File: src/rtl/seg_scan_driver.sv
// Multiplexed seven-segment scanner: per-frame snapshot, leading-zero
// blanking, one-cycle dead time and PWM dimming, all from one clock.
module seg_scan_driver #(
    parameter int DIGITS   = 4,
    parameter int CLK_HZ   = 25000000,
    parameter int SCAN_HZ  = 1000,
    parameter int DIM_BITS = 3
) (
    input  logic                  clk,
    input  logic                  reset,
    input  logic [4*DIGITS-1:0]   digits,
    input  logic [DIGITS-1:0]     dp,
    input  logic                  blank_lz,
    input  logic [DIM_BITS-1:0]   bright,
    output logic [DIGITS-1:0]     com,
    output logic [7:0]            seg,
    output logic                  frame_start
);

    localparam int SLOT  = CLK_HZ / SCAN_HZ;
    localparam int PHASE = SLOT >> DIM_BITS;
    localparam int CW    = $clog2(SLOT);
    localparam int IW    = (DIGITS > 1) ? $clog2(DIGITS) : 1;

    localparam logic [CW-1:0]       CYC_LAST   = CW'(SLOT - 1);
    localparam logic [IW-1:0]       IDX_TOP    = IW'(DIGITS - 1);
    localparam logic [DIM_BITS-1:0] BRIGHT_MAX = '1;

    typedef enum logic [1:0] {
        DEAD,
        ON,
        OFF
    } slot_st_t;

    logic [CW-1:0]       cyc_q, cyc_d;
    logic [IW-1:0]       idx_q, idx_d;
    logic [4*DIGITS-1:0] sh_dig_q, sh_dig_d;
    logic [DIGITS-1:0]   sh_dp_q, sh_dp_d;
    logic                sh_blz_q, sh_blz_d;
    logic [DIGITS-1:0]   com_q, com_d;
    logic [7:0]          seg_q, seg_d;
    logic                fs_q, fs_d;

    logic                capture;
    slot_st_t            slot_st;
    logic [3:0]          dig_sel;
    logic [7:0]          font_v;
    logic [DIGITS-1:0]   blank_vec;
    logic                zero_run;

    function automatic logic [7:0] font(input logic [3:0] v);
        case (v)
            4'h0: font = 8'h03;
            4'h1: font = 8'h9F;
            4'h2: font = 8'h25;
            4'h3: font = 8'h0D;
            4'h4: font = 8'h99;
            4'h5: font = 8'h49;
            4'h6: font = 8'h41;
            4'h7: font = 8'h1F;
            4'h8: font = 8'h01;
            4'h9: font = 8'h09;
            4'hA: font = 8'h11;
            4'hB: font = 8'hC1;
            4'hC: font = 8'h63;
            4'hD: font = 8'h85;
            4'hE: font = 8'h61;
            default: font = 8'h71;
        endcase
    endfunction

    always_comb begin
        capture  = (cyc_q == '0) && (idx_q == IDX_TOP);
        sh_dig_d = capture ? digits   : sh_dig_q;
        sh_dp_d  = capture ? dp       : sh_dp_q;
        sh_blz_d = capture ? blank_lz : sh_blz_q;

        cyc_d = (cyc_q == CYC_LAST) ? '0 : cyc_q + 1'b1;
        idx_d = idx_q;
        if (cyc_q == CYC_LAST) begin
            idx_d = (idx_q == '0) ? IDX_TOP : idx_q - 1'b1;
        end

        // p <= bright is the same as cyc < (bright+1)*PHASE unless bright saturates
        if (cyc_q == '0) begin
            slot_st = DEAD;
        end else if (bright == BRIGHT_MAX ||
                     int'(cyc_q) < (int'(bright) + 1) * PHASE) begin
            slot_st = ON;
        end else begin
            slot_st = OFF;
        end

        com_d = '0;
        if (slot_st == ON) begin
            com_d[idx_q] = 1'b1;
        end

        // Decode from the post-capture view so the first slot shows fresh data
        blank_vec = '0;
        zero_run  = sh_blz_d;
        for (int k = DIGITS - 1; k >= 1; k--) begin
            zero_run     = zero_run && (sh_dig_d[4*k +: 4] == 4'h0);
            blank_vec[k] = zero_run;
        end

        dig_sel = sh_dig_d[4*idx_q +: 4];
        font_v  = font(dig_sel);
        seg_d   = {blank_vec[idx_q] ? 7'h7F : font_v[7:1], ~sh_dp_d[idx_q]};
        fs_d    = capture;
    end

    always_ff @(posedge clk or negedge reset) begin
        if (!reset) begin
            cyc_q    <= '0;
            idx_q    <= IDX_TOP;
            sh_dig_q <= '0;
            sh_dp_q  <= '0;
            sh_blz_q <= 1'b0;
            com_q    <= '0;
            seg_q    <= 8'hFF;
            fs_q     <= 1'b0;
        end else begin
            cyc_q    <= cyc_d;
            idx_q    <= idx_d;
            sh_dig_q <= sh_dig_d;
            sh_dp_q  <= sh_dp_d;
            sh_blz_q <= sh_blz_d;
            com_q    <= com_d;
            seg_q    <= seg_d;
            fs_q     <= fs_d;
        end
    end

    assign com         = com_q;
    assign seg         = seg_q;
    assign frame_start = fs_q;

endmodule

File: config.mk
export PLATFORM = sky130hd
export DESIGN_NAME = seg_scan_driver
export DESIGN_NICKNAME = d
export VERILOG_FILES = /design/src/rtl/seg_scan_driver.sv
export SDC_FILE = /design/constraint.sdc
export NUM_CORES = 1
export LEC_CHECK = 0
export ABC_AREA = 1
export CAP_MARGIN = 20
export CORE_UTILIZATION = 33
export DETAILED_ROUTE_END_ITERATION = 16
export PLACE_DENSITY_LB_ADDON = 0.05
export RECOVER_POWER = 50
export SLEW_MARGIN = 10
export SYNTH_ARGS = -nofsm -noshare
export SYNTH_HDL_FRONTEND = slang
export SYNTH_SLANG_ARGS = --single-unit
File: constraint.sdc
create_clock -name clk -period 2.5 [get_ports clk]
set_clock_uncertainty 0.05 [all_clocks]
set_input_delay 0.375 -clock clk [delete_from_list [all_inputs] [get_ports clk]]
set_output_delay 0.375 -clock clk [all_outputs]
set_load 0.01 [all_outputs]
# Word-level counts from Yosys, hierarchy flattened
# Memories as Yosys holds them, arrays and structs flattened.
# Index checks and enable logic that the tools add are counted.
# word_totals
in_bits	26
romBits	112
memories	1
elab_cells	48
regBits	51
# mem_list
memory	depth	word_bits	rd	rd_clocked_by_memory_dff	write_ports	line_no	rtl
(name not given)	16	7	1	0	0	52	case (v)
# op_classes
eq_ne	4
bitwise	1
multipliers	1
order_cmp	3
add_sub_neg	3
mux	15
shifts	1
reduce_logical	11
# op_table
cell	count
$lt 15x16->1	1
$mul 4x12->16 const B	1
$mux 16	1
$shiftx 16x5->4	1
$add 15x1->15 const B	1
$eq 15x15->1 const B	1
$logic_not 15->1	1
$mux 15	1
$logic_not 4->1	3
$mux 4	2
$mux 7	1
$mux 2	3
$logic_and 1x1->1	5
$add 3x1->4 const B	1
$bmux 1 s2	2
$mux 1	4
$eq 3x3->1 const B	1
$lt 2x3->1 const B	1
$demux 1 s2	1
$eq 2x1->1 const B	1
$eq 2x2->1 const B	1
$ge 2x1->1 const B	1
$logic_not 2->1	1
$sub 2x1->2 const B	1
2 further kinds	2

# Depth between registers and ports, before layout
# depth
depth_word	10
depth_mapped	21

# Least setup slack after synthesis
# Ideal clock, no wire load.
# synth_path
kind	input to register
from	input bright[0]
to	register com_q[0] (netlist: com[0])
setup_slack_ns	-1.002
arrival_time_ns	3.333
path_stages	18
setup_ns	0.118
cell_sequence	ha_1 > ha_1 > ha_1 > ha_1 > ha_1 > a21oi_1 > nand2_1 > a21oi_1 > o21ai_0 > xor2_1 > ha_1 > nand3_1 > o211ai_1 > nand2_1 > nand2_1 > nand2_1 > nand2_1 > nor2_1
# synth_between
elab_chain_cells	8
# synth_rtl
item	line_no	rtl
start: declaration	14	input logic [DIM_BITS-1:0] bright,
$add 3x1->4	88	int'(cyc_q) < (int'(bright) + 1) * PHASE) begin
$mul 4x12->16	88	
$lt 15x16->1	88	
$logic_or 1x1->1 *	87	end else if (bright == BRIGHT_MAX ||
$mux 2 *	87	
$mux 2 *	85	if (cyc_q == '0) begin
$eq 2x1->1 *	95	if (slot_st == ON) begin
$mux 4 *	95	
named net com_d[0]	40	logic [DIGITS-1:0] com_q, com_d;
end signal: assignment	129	com_q <= com_d;
end: declaration	40	
# Mark *: on every way through the listed nets, which the timed path passes. The rest lies on a longest branch.
# A chain may end at the register's enable or synchronous reset.

# Final worst setup path
# layout_path
from	input bright[1]
to	register com_q[1] (netlist: com[1])
# Same word-level chain as after synthesis.

==> results.md <==
- Synthesis-to-finish area growth: 49.7%
- PD cells: between 300 and 400 mW/mm2
- Worst-path maximum fanout: 4
- CP max-delay cell: fa_2
- CP top delay family: adder cells
- Final design utilization: 0.518
- Total power: 2.05 mW
- Register bit total from synthesis: 51
- CP arrival: 3360 ps
- Die ar.: 0.0114 mm2
- Worst path buffer plus inverter count: 3
- DIE WIDTH: 107 um
- Worst endpoint required time: 2700 ps
- Clock network fraction of total power: 0.330
- Remaining DRCs: 0
- Post-Synthesis Cells: around 460
- Sw Share: 0.260
- Port bufs: 38
- Largest net degree at the start of global routing: 52
- Critical Path Max Stage Delay: 570 ps
- CTS tree: done
- Setup WS pre-CTS: -1650 ps
- GPL Wtd Cong: 0.813
- Clock Sinks: 51
- Largest cells by area after synthesis: dfrtp_1 (28%), ha_1 (16%), nand2_1 (14%)
- Post-synth EDFFs: 0
- Comb pwr share: 0.268
- Max Freq: 316 MHz
- Most frequent cells in the layout: nand2_1 (119), buf_4 (74), inv_1 (45)
- Leak pwr: 2.53 nW
- Die height: 107 um
- Filler Cells Inserted: approximately 1000
- Tmin final: 3170 ps
- Final count of hold timing violations: 0
- Synthesized area per cell: between 7 and 8 um2
- Register area share after synthesis: 0.356
- Initial antenna violation count: 0
- Register area: around 0.0013 mm2
- Worst-Margin Slew: between 1000 and 1500 ps
- Post-synthesis async set-or-reset flop share: 1.00
- Hold bufs inserted after CTS: 0
- Worst setup SP type: input pin
- Final slew viol count: 0
- Largest area contributor in the netlist: dfrtp_1
- Clk buf depth: 2
- Core box area: 0.0105 mm2
- Grt total ovfl: 0
- Clk pin slew, worst setup/hold paths: about 90 ps
- Hold Worst Slack: 379 ps
- Ys flop type: dfrtp_1
- Rows: 37
- DRT Wirelength: 9440 um
- Cell Area, Placed: 0.00465 mm2
- Vias in the first global route: 3252
- RSZ-0062 raised after global routing: true
- Worst hold path class: in -> async
- H-tree Lvls: 2
- DRT iter0 DRCs: 109
- Via count: 3309
- Worst-path cell chain: buf_2 -> ha_4 -> ha_4 -> inv_2 -> fa_2 -> inv_2 -> ha_4 -> nand3_4 -> nand2_4 -> a21oi_4 -> xor2_1 -> ha_1 -> a21oi_1 -> o21ai_1 -> nor2_1 -> o211ai_1 -> nand2_1 -> nand2_1 -> nand2_1 -> nand2_2 -> nor2_1
- Share of cells above drive strength 1: 0.340
- Post-Syn Area: 0.00362 mm2
- Synth top area share: 0.283
- Drt via density: between 4 and 5
- # setup viols final: 11
- Root Driver: clkbuf_8
- Net Sw Power: 0.532 mW
- Ports: 39
- Outcome: finished with violations
- Post-route cell area: 0.00542 mm2
- Sequential cell fraction of total power: 0.403
- DP HPWL: 7050 um
- WL/cell: 13.1 um
- Worst-Skew Late Latency: just over 300 ps
- VDD IR max: roughly 220 uV
- Setup ws final: -666 ps
- Worst slew margin: 0.129
- ANT cells: 0
- Crit. End Element: flip-flop
- Pre-antenna DRT Iters: 4
- Critical Setup Path Class: in -> reg
- CTS Buf Count: 5
- Int Pwr: 1.52 mW
- Post-DRT Antenna Nets: 0
- Net Count, Synth: 530
- Multi-input gate area: 0.00251 mm2
- Most common cell after layout, fill and taps aside: nand2_1
- Tcrit/Tclk final: 1.27
- Max Cap Viol: 0
- Synth warn: 0
- Synth cell types: 38
- Final #Nets: between 600 and 700
- Initial Util: 0.346
- GR Util All Layers: 0.175
- Failing checks: setup timing
- First-pass GRT wire length: around 16000 um
## layout make-up
cell class | instances | share of cell area
well taps | 136 | 0.0314
clock buffers | 6 | 0.0134
multi-input cells | 339 | 0.464
inverters | 61 | 0.0457
repair buffers | 123 | 0.197
clock inverters | 2 | 0.0111
flip-flops and latches | 51 | 0.238
## synth_stat cells, types with 4 or more instances
| master | count |
|---|---|
| nand3_1 | 31 |
| nand2_2 | 6 |
| ha_1 | 45 |
| dfrtp_1 | 41 |
| inv_1 | 57 |
| a21oi_1 | 13 |
| nand2_1 | 133 |
| nand4_1 | 16 |
| xnor2_1 | 4 |
| xor2_1 | 6 |
| dfstp_2 | 10 |
| o211ai_1 | 4 |
| o21ai_0 | 12 |
| nor2_2 | 4 |
| nor2_1 | 33 |
| nor3_1 | 10 |
## through the flow
step           cells  TNS, ps
2_1_floorplan    458    -2890
4_1_cts          703    -2690
3_3_place_gp     683    -5760
6_report         718    -3350
5_1_grt          718    -5840
3_5_place_dp     683    -6510
## state kept, by name (all words and copies together), names as in the netlist
register and cells:
idx_q 2, seg 8, frame_start 1, cyc_q 15, sh_dp_q 4, sh_dig_q 16
com 4, sh_blz_q 1
## power by group through the flow
stage	logic, mW	clock network [mW]	registers [mW]
floorplan	0.240	0	0.841
global placement	0.430	0	0.841
detailed placement	0.440	0	0.841
CTS	0.497	0.703	0.825
global route	0.607	0.733	0.826
finish	0.549	0.676	0.825
## cell families after synthesis
kind of cell             synth area share
AND/OR/NAND/NOR                     0.317
buffers and inverters              0.0861
flip-flops                          0.356
adder cells (fa/ha/maj)             0.161
AO/OA/AOI/OAI                      0.0553
XOR/XNOR                           0.0242
## per-layer routing
layer	vias up	part of all wire	wire (um)	track usage
li1	1731	-	-	-
met1	1517	0.52	4880	0.258
met2	54	0.44	4140	0.270
met3	7	0.037	346	0.0286
met4	0	0.0073	69	0.0352
met5	-	0	0	0
## path summary, 6_finish.rpt
path                                         endpoint  cells after the start             startpoint  slack (ps)
worst min-delay path                 com[2]$_DFF_PN0_                      2                  reset         380
worst max-delay path                 com[1]$_DFF_PN0_                     21              bright[1]        -670
worst min register to register  sh_dig_q[2]$_DFF_PN0_                      2  sh_dig_q[2]$_DFF_PN0_         430
worst max register to register       seg[2]$_DFF_PN1_                     15     cyc_q[1]$_DFF_PN0_        -120
min in group clk                sh_dig_q[2]$_DFF_PN0_                      2  sh_dig_q[2]$_DFF_PN0_         430
max in group asynchronous          sh_blz_q$_DFF_PN0_                      2                  reset        1240
## timing repair
action	in CTS	in global routing
buffers inserted	13	14
setup endpoints to repair	6	11
gates resized for setup	35	76
pin swaps	25	43
cloned	0	1
No activity file was read; power rests on OpenSTA's default activity.
